==> config.mk <==
export PLATFORM = sky130hd
export DESIGN_NAME = hazard_sequencer_flat
export DESIGN_NICKNAME = d
export VERILOG_FILES = /design/src/rtl/hazard_pkg.sv /design/src/rtl/hazard_sequencer_if.sv /design/src/rtl/hazard_mem_watchdog.sv /design/src/rtl/hazard_sequencer.sv /design/src/flat_wrapper.sv
export SDC_FILE = /design/constraint.sdc
export NUM_CORES = 1
export LEC_CHECK = 0
export ABC_CLOCK_PERIOD_IN_PS = 2270
export CORE_MARGIN = 2
export CORE_UTILIZATION = 32
export CTS_BUF_LIST = sky130_fd_sc_hd__clkbuf_8 sky130_fd_sc_hd__clkbuf_16
export DETAILED_ROUTE_END_ITERATION = 10
export GPL_TIMING_DRIVEN = 0
export PLACE_DENSITY = 0.92
export REMOVE_ABC_BUFFERS = 1
export SLEW_MARGIN = 20
export SYNTH_ARGS = -nofsm -noshare
export SYNTH_HDL_FRONTEND = slang
export SYNTH_SLANG_ARGS = --single-unit
==> constraint.sdc <==
create_clock -name clk -period 2.27 [get_ports clk]
set_clock_uncertainty 0.15 [all_clocks]
set_input_delay 0.454 -clock clk [delete_from_list [all_inputs] [get_ports clk]]
set_output_delay 0.454 -clock clk [all_outputs]
set_load 0.005 [all_outputs]
==> src/rtl/hazard_pkg.sv <==
// Shared types and constants for the pipeline hazard sequencer.
package hazard_pkg;

  localparam int REG_W_DEF = 5;
  localparam int CNT_W_DEF = 32;
  localparam int X0_IDX    = 0;

  typedef enum logic [1:0] {
    RUN      = 2'd0,
    LU_STALL = 2'd1,
    FLUSH    = 2'd2,
    MEM_WAIT = 2'd3
  } hz_state_e;

endpackage

==> src/rtl/hazard_sequencer_if.sv <==
// Hazard inputs from the pipeline stages and the control/perf outputs back to them.
interface hazard_sequencer_if #(
  parameter int REG_W = 5,
  parameter int CNT_W = 32
);
  logic [REG_W-1:0] id_rs1;
  logic [REG_W-1:0] id_rs2;
  logic             id_uses_rs1;
  logic             id_uses_rs2;
  logic             ex_mem_read;
  logic [REG_W-1:0] ex_rd;
  logic             ex_branch_taken;
  logic             mem_busy;
  logic             pc_write;
  logic             if_id_hold;
  logic             if_id_flush;
  logic             id_ex_bubble;
  logic             pipe_freeze;
  logic             mem_timeout;
  logic [CNT_W-1:0] stall_cycles;
  logic [CNT_W-1:0] flush_events;
  logic [CNT_W-1:0] lu_events;

  // Pipeline side: reports hazard sources, consumes controls.
  modport master (
    output id_rs1, id_rs2, id_uses_rs1, id_uses_rs2, ex_mem_read, ex_rd,
           ex_branch_taken, mem_busy,
    input  pc_write, if_id_hold, if_id_flush, id_ex_bubble, pipe_freeze,
           mem_timeout, stall_cycles, flush_events, lu_events
  );

  // Sequencer side.
  modport slave (
    input  id_rs1, id_rs2, id_uses_rs1, id_uses_rs2, ex_mem_read, ex_rd,
           ex_branch_taken, mem_busy,
    output pc_write, if_id_hold, if_id_flush, id_ex_bubble, pipe_freeze,
           mem_timeout, stall_cycles, flush_events, lu_events
  );
endinterface

==> src/rtl/hazard_mem_watchdog.sv <==
// Counts consecutive data-memory busy cycles; raises a sticky timeout flag
// once the count reaches MEM_TIMEOUT. The flag only clears on reset.
module hazard_mem_watchdog #(
  parameter int MEM_TIMEOUT = 64
) (
  input  logic clk,
  input  logic reset,
  input  logic mem_busy,
  output logic mem_timeout
);
  localparam int WD_W = $clog2(MEM_TIMEOUT + 1);
  localparam logic [WD_W-1:0] WD_MAX = WD_W'(MEM_TIMEOUT);
  localparam logic [WD_W-1:0] WD_ONE = WD_W'(1);

  logic [WD_W-1:0] wd_cnt_d, wd_cnt_q;
  logic            timeout_d, timeout_q;

  // Saturating busy counter; any idle cycle restarts the count.
  always_comb begin
    wd_cnt_d  = '0;
    timeout_d = timeout_q;
    if (mem_busy) begin
      if (wd_cnt_q == WD_MAX) begin
        wd_cnt_d = WD_MAX;
      end else begin
        wd_cnt_d = wd_cnt_q + WD_ONE;
      end
      if (wd_cnt_d == WD_MAX) begin
        timeout_d = 1'b1;
      end else begin
        timeout_d = timeout_q;
      end
    end else begin
      wd_cnt_d  = '0;
      timeout_d = timeout_q;
    end
  end

  // Watchdog state registers.
  always_ff @(posedge clk or negedge reset) begin
    if (!reset) begin
      wd_cnt_q  <= '0;
      timeout_q <= 1'b0;
    end else begin
      wd_cnt_q  <= wd_cnt_d;
      timeout_q <= timeout_d;
    end
  end

  assign mem_timeout = timeout_q;
endmodule

==> src/rtl/hazard_sequencer.sv <==
// Pipeline hazard controller for the 5-stage core: load-use stalls, branch
// flushes, memory-wait freeze and a stuck-memory watchdog.
// Optional performance counters are built when HAZARD_PERF_CNT_EN is defined;
// otherwise the counter outputs read zero.
module hazard_sequencer
  import hazard_pkg::*;
#(
  parameter int REG_W       = REG_W_DEF,
  parameter int MEM_TIMEOUT = 64,
  parameter int CNT_W       = CNT_W_DEF
) (
  input  logic               clk,
  input  logic               reset,
  hazard_sequencer_if.slave  hz
);
  hz_state_e state_d, state_q;
  logic lu_match_s, lu_allow_s, br_allow_s;
  logic pc_write_s, if_id_hold_s, if_id_flush_s, id_ex_bubble_s, pipe_freeze_s;
  logic mem_timeout_s;

  // x0 is hard-wired zero, so a load targeting it never creates a dependency.
  assign lu_match_s = hz.ex_mem_read && (hz.ex_rd != REG_W'(X0_IDX)) &&
                      ((hz.id_uses_rs1 && (hz.id_rs1 == hz.ex_rd)) ||
                       (hz.id_uses_rs2 && (hz.id_rs2 == hz.ex_rd)));

  // Decide which hazard sources are live in the current state; the cycle
  // after a bubble must not detect the same hazard again.
  always_comb begin
    lu_allow_s = 1'b0;
    br_allow_s = 1'b0;
    case (state_q)
      RUN:      begin lu_allow_s = 1'b1; br_allow_s = 1'b1; end
      LU_STALL: begin lu_allow_s = 1'b0; br_allow_s = 1'b1; end
      FLUSH:    begin lu_allow_s = 1'b0; br_allow_s = 1'b0; end
      MEM_WAIT: begin lu_allow_s = 1'b1; br_allow_s = 1'b1; end
      default:  begin lu_allow_s = 1'b1; br_allow_s = 1'b1; end
    endcase
  end

  // Prioritised control decode and next-state; reset forces a flush pattern.
  always_comb begin
    pc_write_s     = 1'b1;
    if_id_hold_s   = 1'b0;
    if_id_flush_s  = 1'b0;
    id_ex_bubble_s = 1'b0;
    pipe_freeze_s  = 1'b0;
    state_d        = RUN;
    if (hz.mem_busy) begin
      pc_write_s    = 1'b0;
      if_id_hold_s  = 1'b1;
      pipe_freeze_s = 1'b1;
      state_d       = MEM_WAIT;
    end else if (hz.ex_branch_taken && br_allow_s) begin
      if_id_flush_s  = 1'b1;
      id_ex_bubble_s = 1'b1;
      state_d        = FLUSH;
    end else if (lu_match_s && lu_allow_s) begin
      pc_write_s     = 1'b0;
      if_id_hold_s   = 1'b1;
      id_ex_bubble_s = 1'b1;
      state_d        = LU_STALL;
    end else begin
      state_d = RUN;
    end
    if (!reset) begin
      pc_write_s     = 1'b0;
      if_id_hold_s   = 1'b0;
      if_id_flush_s  = 1'b1;
      id_ex_bubble_s = 1'b1;
      pipe_freeze_s  = 1'b0;
    end else begin
      pipe_freeze_s = pipe_freeze_s;
    end
  end

  // FSM state register.
  always_ff @(posedge clk or negedge reset) begin
    if (!reset) begin
      state_q <= RUN;
    end else begin
      state_q <= state_d;
    end
  end

  hazard_mem_watchdog #(.MEM_TIMEOUT(MEM_TIMEOUT)) u_wd (
    .clk         (clk),
    .reset       (reset),
    .mem_busy    (hz.mem_busy),
    .mem_timeout (mem_timeout_s)
  );

  assign hz.pc_write     = pc_write_s;
  assign hz.if_id_hold   = if_id_hold_s;
  assign hz.if_id_flush  = if_id_flush_s;
  assign hz.id_ex_bubble = id_ex_bubble_s;
  assign hz.pipe_freeze  = pipe_freeze_s;
  assign hz.mem_timeout  = mem_timeout_s;

`ifdef HAZARD_PERF_CNT_EN
  localparam logic [CNT_W-1:0] CNT_ONE = CNT_W'(1);
  logic [CNT_W-1:0] stall_cnt_d, stall_cnt_q;
  logic [CNT_W-1:0] flush_cnt_d, flush_cnt_q;
  logic [CNT_W-1:0] lu_cnt_d, lu_cnt_q;
  logic             flush_ev_s, lu_ev_s;

  // A branch flush is the only non-reset case with flush and PC advance together;
  // a load-use stall is the only case with hold and bubble together.
  assign flush_ev_s = if_id_flush_s && pc_write_s;
  assign lu_ev_s    = if_id_hold_s && id_ex_bubble_s;

  // Saturating event counters.
  always_comb begin
    stall_cnt_d = stall_cnt_q;
    flush_cnt_d = flush_cnt_q;
    lu_cnt_d    = lu_cnt_q;
    if (!pc_write_s && !(&stall_cnt_q)) begin
      stall_cnt_d = stall_cnt_q + CNT_ONE;
    end else begin
      stall_cnt_d = stall_cnt_q;
    end
    if (flush_ev_s && !(&flush_cnt_q)) begin
      flush_cnt_d = flush_cnt_q + CNT_ONE;
    end else begin
      flush_cnt_d = flush_cnt_q;
    end
    if (lu_ev_s && !(&lu_cnt_q)) begin
      lu_cnt_d = lu_cnt_q + CNT_ONE;
    end else begin
      lu_cnt_d = lu_cnt_q;
    end
  end

  // Counter registers.
  always_ff @(posedge clk or negedge reset) begin
    if (!reset) begin
      stall_cnt_q <= '0;
      flush_cnt_q <= '0;
      lu_cnt_q    <= '0;
    end else begin
      stall_cnt_q <= stall_cnt_d;
      flush_cnt_q <= flush_cnt_d;
      lu_cnt_q    <= lu_cnt_d;
    end
  end

  assign hz.stall_cycles = stall_cnt_q;
  assign hz.flush_events = flush_cnt_q;
  assign hz.lu_events    = lu_cnt_q;
`else
  assign hz.stall_cycles = '0;
  assign hz.flush_events = '0;
  assign hz.lu_events    = '0;
`endif

endmodule

==> src/flat_wrapper.sv <==
// flat-port wrapper written by rule: the top's interface ports become plain ports
module hazard_sequencer_flat import hazard_pkg::*;
#(
  parameter int REG_W       = REG_W_DEF,
  parameter int MEM_TIMEOUT = 64,
  parameter int CNT_W       = CNT_W_DEF
)
  (clk, reset, hz_id_rs1, hz_id_rs2, hz_id_uses_rs1, hz_id_uses_rs2, hz_ex_mem_read, hz_ex_rd, hz_ex_branch_taken, hz_mem_busy, hz_pc_write, hz_if_id_hold, hz_if_id_flush, hz_id_ex_bubble, hz_pipe_freeze, hz_mem_timeout, hz_stall_cycles, hz_flush_events, hz_lu_events);
  hazard_sequencer_if #(.REG_W(REG_W), .CNT_W(CNT_W)) hz_i ();
  input  logic clk;
  input  logic reset;
  input wire logic [$bits(hz_i.id_rs1)-1:0] hz_id_rs1;
  input wire logic [$bits(hz_i.id_rs2)-1:0] hz_id_rs2;
  input wire logic [$bits(hz_i.id_uses_rs1)-1:0] hz_id_uses_rs1;
  input wire logic [$bits(hz_i.id_uses_rs2)-1:0] hz_id_uses_rs2;
  input wire logic [$bits(hz_i.ex_mem_read)-1:0] hz_ex_mem_read;
  input wire logic [$bits(hz_i.ex_rd)-1:0] hz_ex_rd;
  input wire logic [$bits(hz_i.ex_branch_taken)-1:0] hz_ex_branch_taken;
  input wire logic [$bits(hz_i.mem_busy)-1:0] hz_mem_busy;
  output wire logic [$bits(hz_i.pc_write)-1:0] hz_pc_write;
  output wire logic [$bits(hz_i.if_id_hold)-1:0] hz_if_id_hold;
  output wire logic [$bits(hz_i.if_id_flush)-1:0] hz_if_id_flush;
  output wire logic [$bits(hz_i.id_ex_bubble)-1:0] hz_id_ex_bubble;
  output wire logic [$bits(hz_i.pipe_freeze)-1:0] hz_pipe_freeze;
  output wire logic [$bits(hz_i.mem_timeout)-1:0] hz_mem_timeout;
  output wire logic [$bits(hz_i.stall_cycles)-1:0] hz_stall_cycles;
  output wire logic [$bits(hz_i.flush_events)-1:0] hz_flush_events;
  output wire logic [$bits(hz_i.lu_events)-1:0] hz_lu_events;
  assign hz_i.id_rs1 = hz_id_rs1;
  assign hz_i.id_rs2 = hz_id_rs2;
  assign hz_i.id_uses_rs1 = hz_id_uses_rs1;
  assign hz_i.id_uses_rs2 = hz_id_uses_rs2;
  assign hz_i.ex_mem_read = hz_ex_mem_read;
  assign hz_i.ex_rd = hz_ex_rd;
  assign hz_i.ex_branch_taken = hz_ex_branch_taken;
  assign hz_i.mem_busy = hz_mem_busy;
  assign hz_pc_write = hz_i.pc_write;
  assign hz_if_id_hold = hz_i.if_id_hold;
  assign hz_if_id_flush = hz_i.if_id_flush;
  assign hz_id_ex_bubble = hz_i.id_ex_bubble;
  assign hz_pipe_freeze = hz_i.pipe_freeze;
  assign hz_mem_timeout = hz_i.mem_timeout;
  assign hz_stall_cycles = hz_i.stall_cycles;
  assign hz_flush_events = hz_i.flush_events;
  assign hz_lu_events = hz_i.lu_events;
  hazard_sequencer #(.REG_W(REG_W), .MEM_TIMEOUT(MEM_TIMEOUT), .CNT_W(CNT_W)) u_core (.clk(clk), .reset(reset), .hz(hz_i));
endmodule
# ---- Yosys cells after proc, flatten, opt, wreduce, memory -nomap -nowiden
# Index checks and enable logic that the tools add are counted.
dict set report word_totals {
  romBits 0
  n_memories 0
  wordCells 48
  in_bits 22
  latchBits 0
  ramBits 0
  register_bits 10
  out_inout_bits 102
}
dict set report op_classes {
  bitwise_logic 0
  reduce_logical 13
  div_mod_pow 0
  n_lt_le_gt_ge 0
  n_eq_ne 7
  multipliers 0
  n_shift 0
  add_sub_neg 1
  mux 24
}
# op n
set ops {}
lappend ops {{$mux W7} 3}
lappend ops {{$mux W1} 17}
lappend ops {{$eq A7 B7 Y1 const B} 2}
lappend ops {{$eq A5 B5 Y1} 2}
lappend ops {{$add A7 B1 Y7 const B} 1}
lappend ops {{$logic_and A1 B1 Y1} 6}
lappend ops {{$reduce_bool A5 Y1} 1}
lappend ops {{$eq A2 B2 Y1 const B} 2}
lappend ops {{$mux W2} 2}
lappend ops {{$pmux W1 S2} 2}
lappend ops {{$reduce_or A2 Y1} 2}
lappend ops {{$reduce_or A3 Y1} 1}
lappend ops {{$eq A2 B1 Y1 const B} 1}
lappend ops {{$logic_not A2 Y1} 1}
lappend ops {{$reduce_and A2 Y1} 1}
lappend ops {{$logic_or A1 B1 Y1} 1}

# ---- Logic depth before layout (Yosys ltp)
dict set report logic_depth {
  depth_word 9
  depth_mapped 6
}

# ---- Modules after synthesis
# A second synthesis with hierarchy kept.
dict set report hier_totals {
  cells_unflattened 172
  area_unflattened_um2 1420.1
}
# mod instances area_each_um2 cells_per_inst
set modules_own_cells {}
lappend modules_own_cells {hazard_sequencer 1 1001.0 131}
lappend modules_own_cells {hazard_mem_watchdog 1 419.2 41}

# ---- Worst setup path before layout
# Ideal clock, no wire load.
dict set report synth_timing {
  path_kind {input port to output port}
  start {in hz_ex_rd[4]}
  end {out hz_pc_write}
  path_buffers 0
  slack_ps 287
  required_ps 1666
  t_arrival_ps 1379
  stages 4
  path_cell_list {xor2_1 > nor4_2 > a32oi_1 > o311a_1}
}
dict set report synth_between {
  elab_chain_cells 9
  word_cells_on_any_way 13
}
# element line
set synth_lines {}
lappend synth_lines {{from (decl)} flat_wrapper.sv:17} ;# input wire logic [$bits(hz_i.ex_rd)-1:0] hz_ex_rd;
lappend synth_lines {{$eq A5 B5 Y1 (on tied branches)} {hazard_sequencer.sv:23, hazard_sequencer.sv:24}}
lappend synth_lines {{$logic_and A1 B1 Y1 (on tied branches)} {hazard_sequencer.sv:23, hazard_sequencer.sv:24}}
lappend synth_lines {{$logic_or A1 B1 Y1} hazard_sequencer.sv:23} ;# ((hz.id_uses_rs1 && (hz.id_rs1 == hz.ex_rd)) ||
lappend synth_lines {{$logic_and A1 B1 Y1 *} hazard_sequencer.sv:22} ;# assign lu_match_s = hz.ex_mem_read && (hz.ex_rd != REG_W'(X0_IDX)) &&
lappend synth_lines {{$logic_and A1 B1 Y1 *} hazard_sequencer.sv:57} ;# end else if (lu_match_s && lu_allow_s) begin
lappend synth_lines {{$mux W1 *} hazard_sequencer.sv:57}
lappend synth_lines {{$mux W1 *} hazard_sequencer.sv:53} ;# end else if (hz.ex_branch_taken && br_allow_s) begin
lappend synth_lines {{$mux W1 *} hazard_sequencer.sv:48} ;# if (hz.mem_busy) begin
lappend synth_lines {{$mux W1 *} hazard_sequencer.sv:65} ;# if (!reset) begin
lappend synth_lines {{to (decl)} flat_wrapper.sv:20} ;# output wire logic [$bits(hz_i.pc_write)-1:0] hz_pc_write;
# Mark *: on every way between the ends. The rest lies on a longest branch, timed or not.

# ---- Worst setup path after layout
dict set report layout_timing {
  start {in hz_id_rs1[4]}
  end {out hz_pc_write}
}
dict set report layout_between {
  elab_chain_cells 9
}
# element line
set layout_lines {}
lappend layout_lines {{from (decl)} flat_wrapper.sv:12} ;# input wire logic [$bits(hz_i.id_rs1)-1:0] hz_id_rs1;
lappend layout_lines {{$eq A5 B5 Y1} hazard_sequencer.sv:23}
lappend layout_lines {{$logic_and A1 B1 Y1} hazard_sequencer.sv:23}
lappend layout_lines {{$logic_or A1 B1 Y1} hazard_sequencer.sv:23}
lappend layout_lines {{$logic_and A1 B1 Y1} hazard_sequencer.sv:22}
lappend layout_lines {{$logic_and A1 B1 Y1} hazard_sequencer.sv:57}
lappend layout_lines {{$mux W1} hazard_sequencer.sv:57}
lappend layout_lines {{$mux W1} hazard_sequencer.sv:53}
lappend layout_lines {{$mux W1} hazard_sequencer.sv:48}
lappend layout_lines {{$mux W1} hazard_sequencer.sv:65}
# Every way passes these cells.

==> run metrics <==
maximum VDD drop 0.000171 V; number of routed nets with antenna violations 0; category of the most critical setup path input pin to primary output; worst reg2reg endpoint u_core.u_wd.mem_timeout; Placed Area 0.00138 mm2; Avg Inst Size Synth 8.24 um2; reg-to-reg critical path startpoint u_core.u_wd.wd_cnt_q[0]; register clock-pin slew on the reported worst setup and hold paths 0.04 ns; max capacitance violation total 0; flip-flop and latch count after synthesis 10; minimum hold slack 0.0490 ns; setup repair after global routing missed its margin yes; Post-Place Worst Slack -0.816 ns; Max Buffers Root-to-Sink 2; register area 250 um2; area grow syn2layout 4.71%; source-to-sink clock delay at the later pin of the worst-skew pair 0.23 ns; gate count of the mapped netlist 171; count of unresolved DRC violations after routing 0; CTS tree built; post-synthesis instance area 0.00141 mm2; share of synthesized cell area in and, or, nand and nor gates 12.2%; power per cell area 360 mW/mm2; synthesized-area fraction occupied by adder cells 2.66%; largest family of logic cells by synthesized area buffers and inverters; final antenna diode count 0; overall die height 70.4 um; Core Area 0.00429 mm2; Pleak 0.804 nW; Final Max Tran Viols 0; weighted congestion reported at the end of routability-driven placement 0.716; area fraction in compound gates after synthesis 5.51%; worst reg-to-reg setup slack 0.57 ns; final routed wire length divided by cell count 9.19 um; Critical Path RT 1.67 ns; PortBufs 27; Data arrival, critical path 1.69 ns; root buffer cell clkbuf_8; highest clock rate 0.436 GHz; fraction of final layout cells with drive strength greater than 1 16.3%; part of the Yosys area used for sequential elements 17.8%; CTS buffer count 3; post-route cell area 0.00148 mm2; area of combinational cells with multiple inputs 850 um2; number of distinct library cells after synthesis 28; clk sink count 10; Yosys warning total 0; DRC marker count from the first detailed-route iteration 30; xor-xnor portion of the synthesized cell area 8.70%; width of the chip 70.4 um; Row Count 24; Hold WC Path Type input pin to asynchronous set/reset pin; result of the run finished with violations; via count of the first global-routing pass 760; largest fanout of any net on the critical path 3; total power draw 0.532 mW; HPWL Detailed 1890 um; leftover overflow at the end of global routing 0; number of vias per cell after detailed routing 3.58; commonest cells after routing, fill and taps aside conb_1 (96), dfrtp_1 (10), xor2_1 (8), buf_2 (8); leading area contributor after synthesis buf_4; final number of hold-violating endpoints 0; total setup violations reported at the end of the flow 1; initial standard-cell utilization of the core 32.8%; CP endpoint kind primary output; final-layout fill cell count 452; boundary pin count 124; htree depth 1; maximum number of pins on one net before global-route repair 15; Via Count 912; Worst Setup Slack, final -0.0240 ns; cells taking the most area after synthesis buf_4 (51%), dfrtp_1 (18%), xor2_1 (6.2%); final worst path period need 2.29 ns; Pre-Repair DR Iteration Count 4; multiplexer area fraction after synthesis 0.710%; worst r2r path cells 5; most frequent standard cell in the layout excluding fill and tap cells conb_1; violations in the final reports negative setup slack; Yosys top cell area share 51.2%; first-pass GRT wire length 3390 um; total track usage 8.80%; Period Utilization, post-route 101%; post-detailed-routing wire length 2340 um; count of nets after finishing 230; kind of launch point of the worst setup path input pin; total of hold buffers inserted after clock tree synthesis 0; antenna violations before repair 0; total die area 0.00495 mm2
-- power by group --
group	internal, mW	switching (mW)	total, mW	leakage [nW]
combinational	0.0661	0.0930	0.159	0.651
sequential	0.186	0.00787	0.194	0.131
clock	0.115	0.0626	0.178	0.0216
total	0.368	0.163	0.532	0.804
-- through the flow --
step	instances	setup TNS [ns]	util (%)
floorplan	170	0	-
global placement	249	-2.98	32.1
detailed placement	249	-3.03	32.1
CTS	255	-0.00490	33.9
global route	255	-0.113	34.4
finish	255	-0.0240	34.4
-- kinds of logic (layout without fill, tap and decap cells) --
family                   Yosys count  after routing
adder cells (fa/ha/maj)            3              3
AND/OR/NAND/NOR                   32             32
flip-flops                        10             10
other                              1             96
XOR/XNOR                          14             14
AO/OA/AOI/OAI                     10             10
buffers and inverters            100             37
multiplexers                       1              1
-- synthesized netlist by cell type --
cell      number
a221oi_1       1
a31o_2         2
a32oi_1        1
and2_0         1
and2_1         2
and3_1         2
buf_4         96
conb_1         1
dfrtp_1       10
ha_1           3
inv_1          4
mux2i_1        1
nand2_1        6
nand2b_1       2
nand3_1        6
nor2_1         6
nor3_1         1
nor4_1         2
nor4_2         1
o21ai_0        2
o21bai_1       2
o311a_1        1
o31ai_1        1
or3_1          1
or3b_2         1
or4_1          1
xnor2_1        4
xor2_1        10
-- layout make-up --
| cell class | count | share of cell area [%] |
|---|---|---|
| sequential | 10 | 17.0 |
| tap | 52 | 4.41 |
| clock buffer | 3 | 2.80 |
| multi-input combinational | 156 | 57.6 |
| timing repair buffer | 30 | 17.2 |
| inverter | 4 | 1.02 |
-- metal layers --
layer  vias to the layer above  wire, um  GRT usage (%)
li1                        420         -              -
met1                       413       785           8.98
met2                        71      1210           15.7
met3                         8       263           1.88
met4                         0        81           6.20
met5                         -         0              0
-- sequential cells by signal, indices dropped and copies added (netlist names) --
| register | flops |
|---|---|
| u_core.state_q | 2 |
| u_core.u_wd.wd_cnt_q | 7 |
| u_core.u_wd.mem_timeout | 1 |
-- how the worst max path moves through the flow --
| stage | startpoint | to | slack [ns] |
|---|---|---|---|
| after floorplan | hz_ex_rd[4] | hz_pc_write | 0.29 |
| after global placement | reset | hz_if_id_hold | -0.83 |
| after detailed placement | reset | hz_if_id_hold | -0.82 |
| after CTS | hz_id_rs1[4] | hz_if_id_hold | -0.005 |
| after global routing | hz_id_rs1[4] | hz_pc_write | -0.07 |
| final | hz_id_rs1[4] | hz_pc_write | -0.02 |
-- critical path: stages --
cell     delay [ns]
buf_6          0.10
xor2_2         0.16
nor4_2         0.31
a32oi_2        0.18
o311a_1        0.35
buf_2          0.14
-- what timing repair did --
action                     in CTS  in global routing
buffers inserted                4                  0
setup endpoints to repair       5                  4
pin swaps                      17                  9
gates resized for setup        72                 10
No activity file was read; power rests on OpenSTA's default activity.
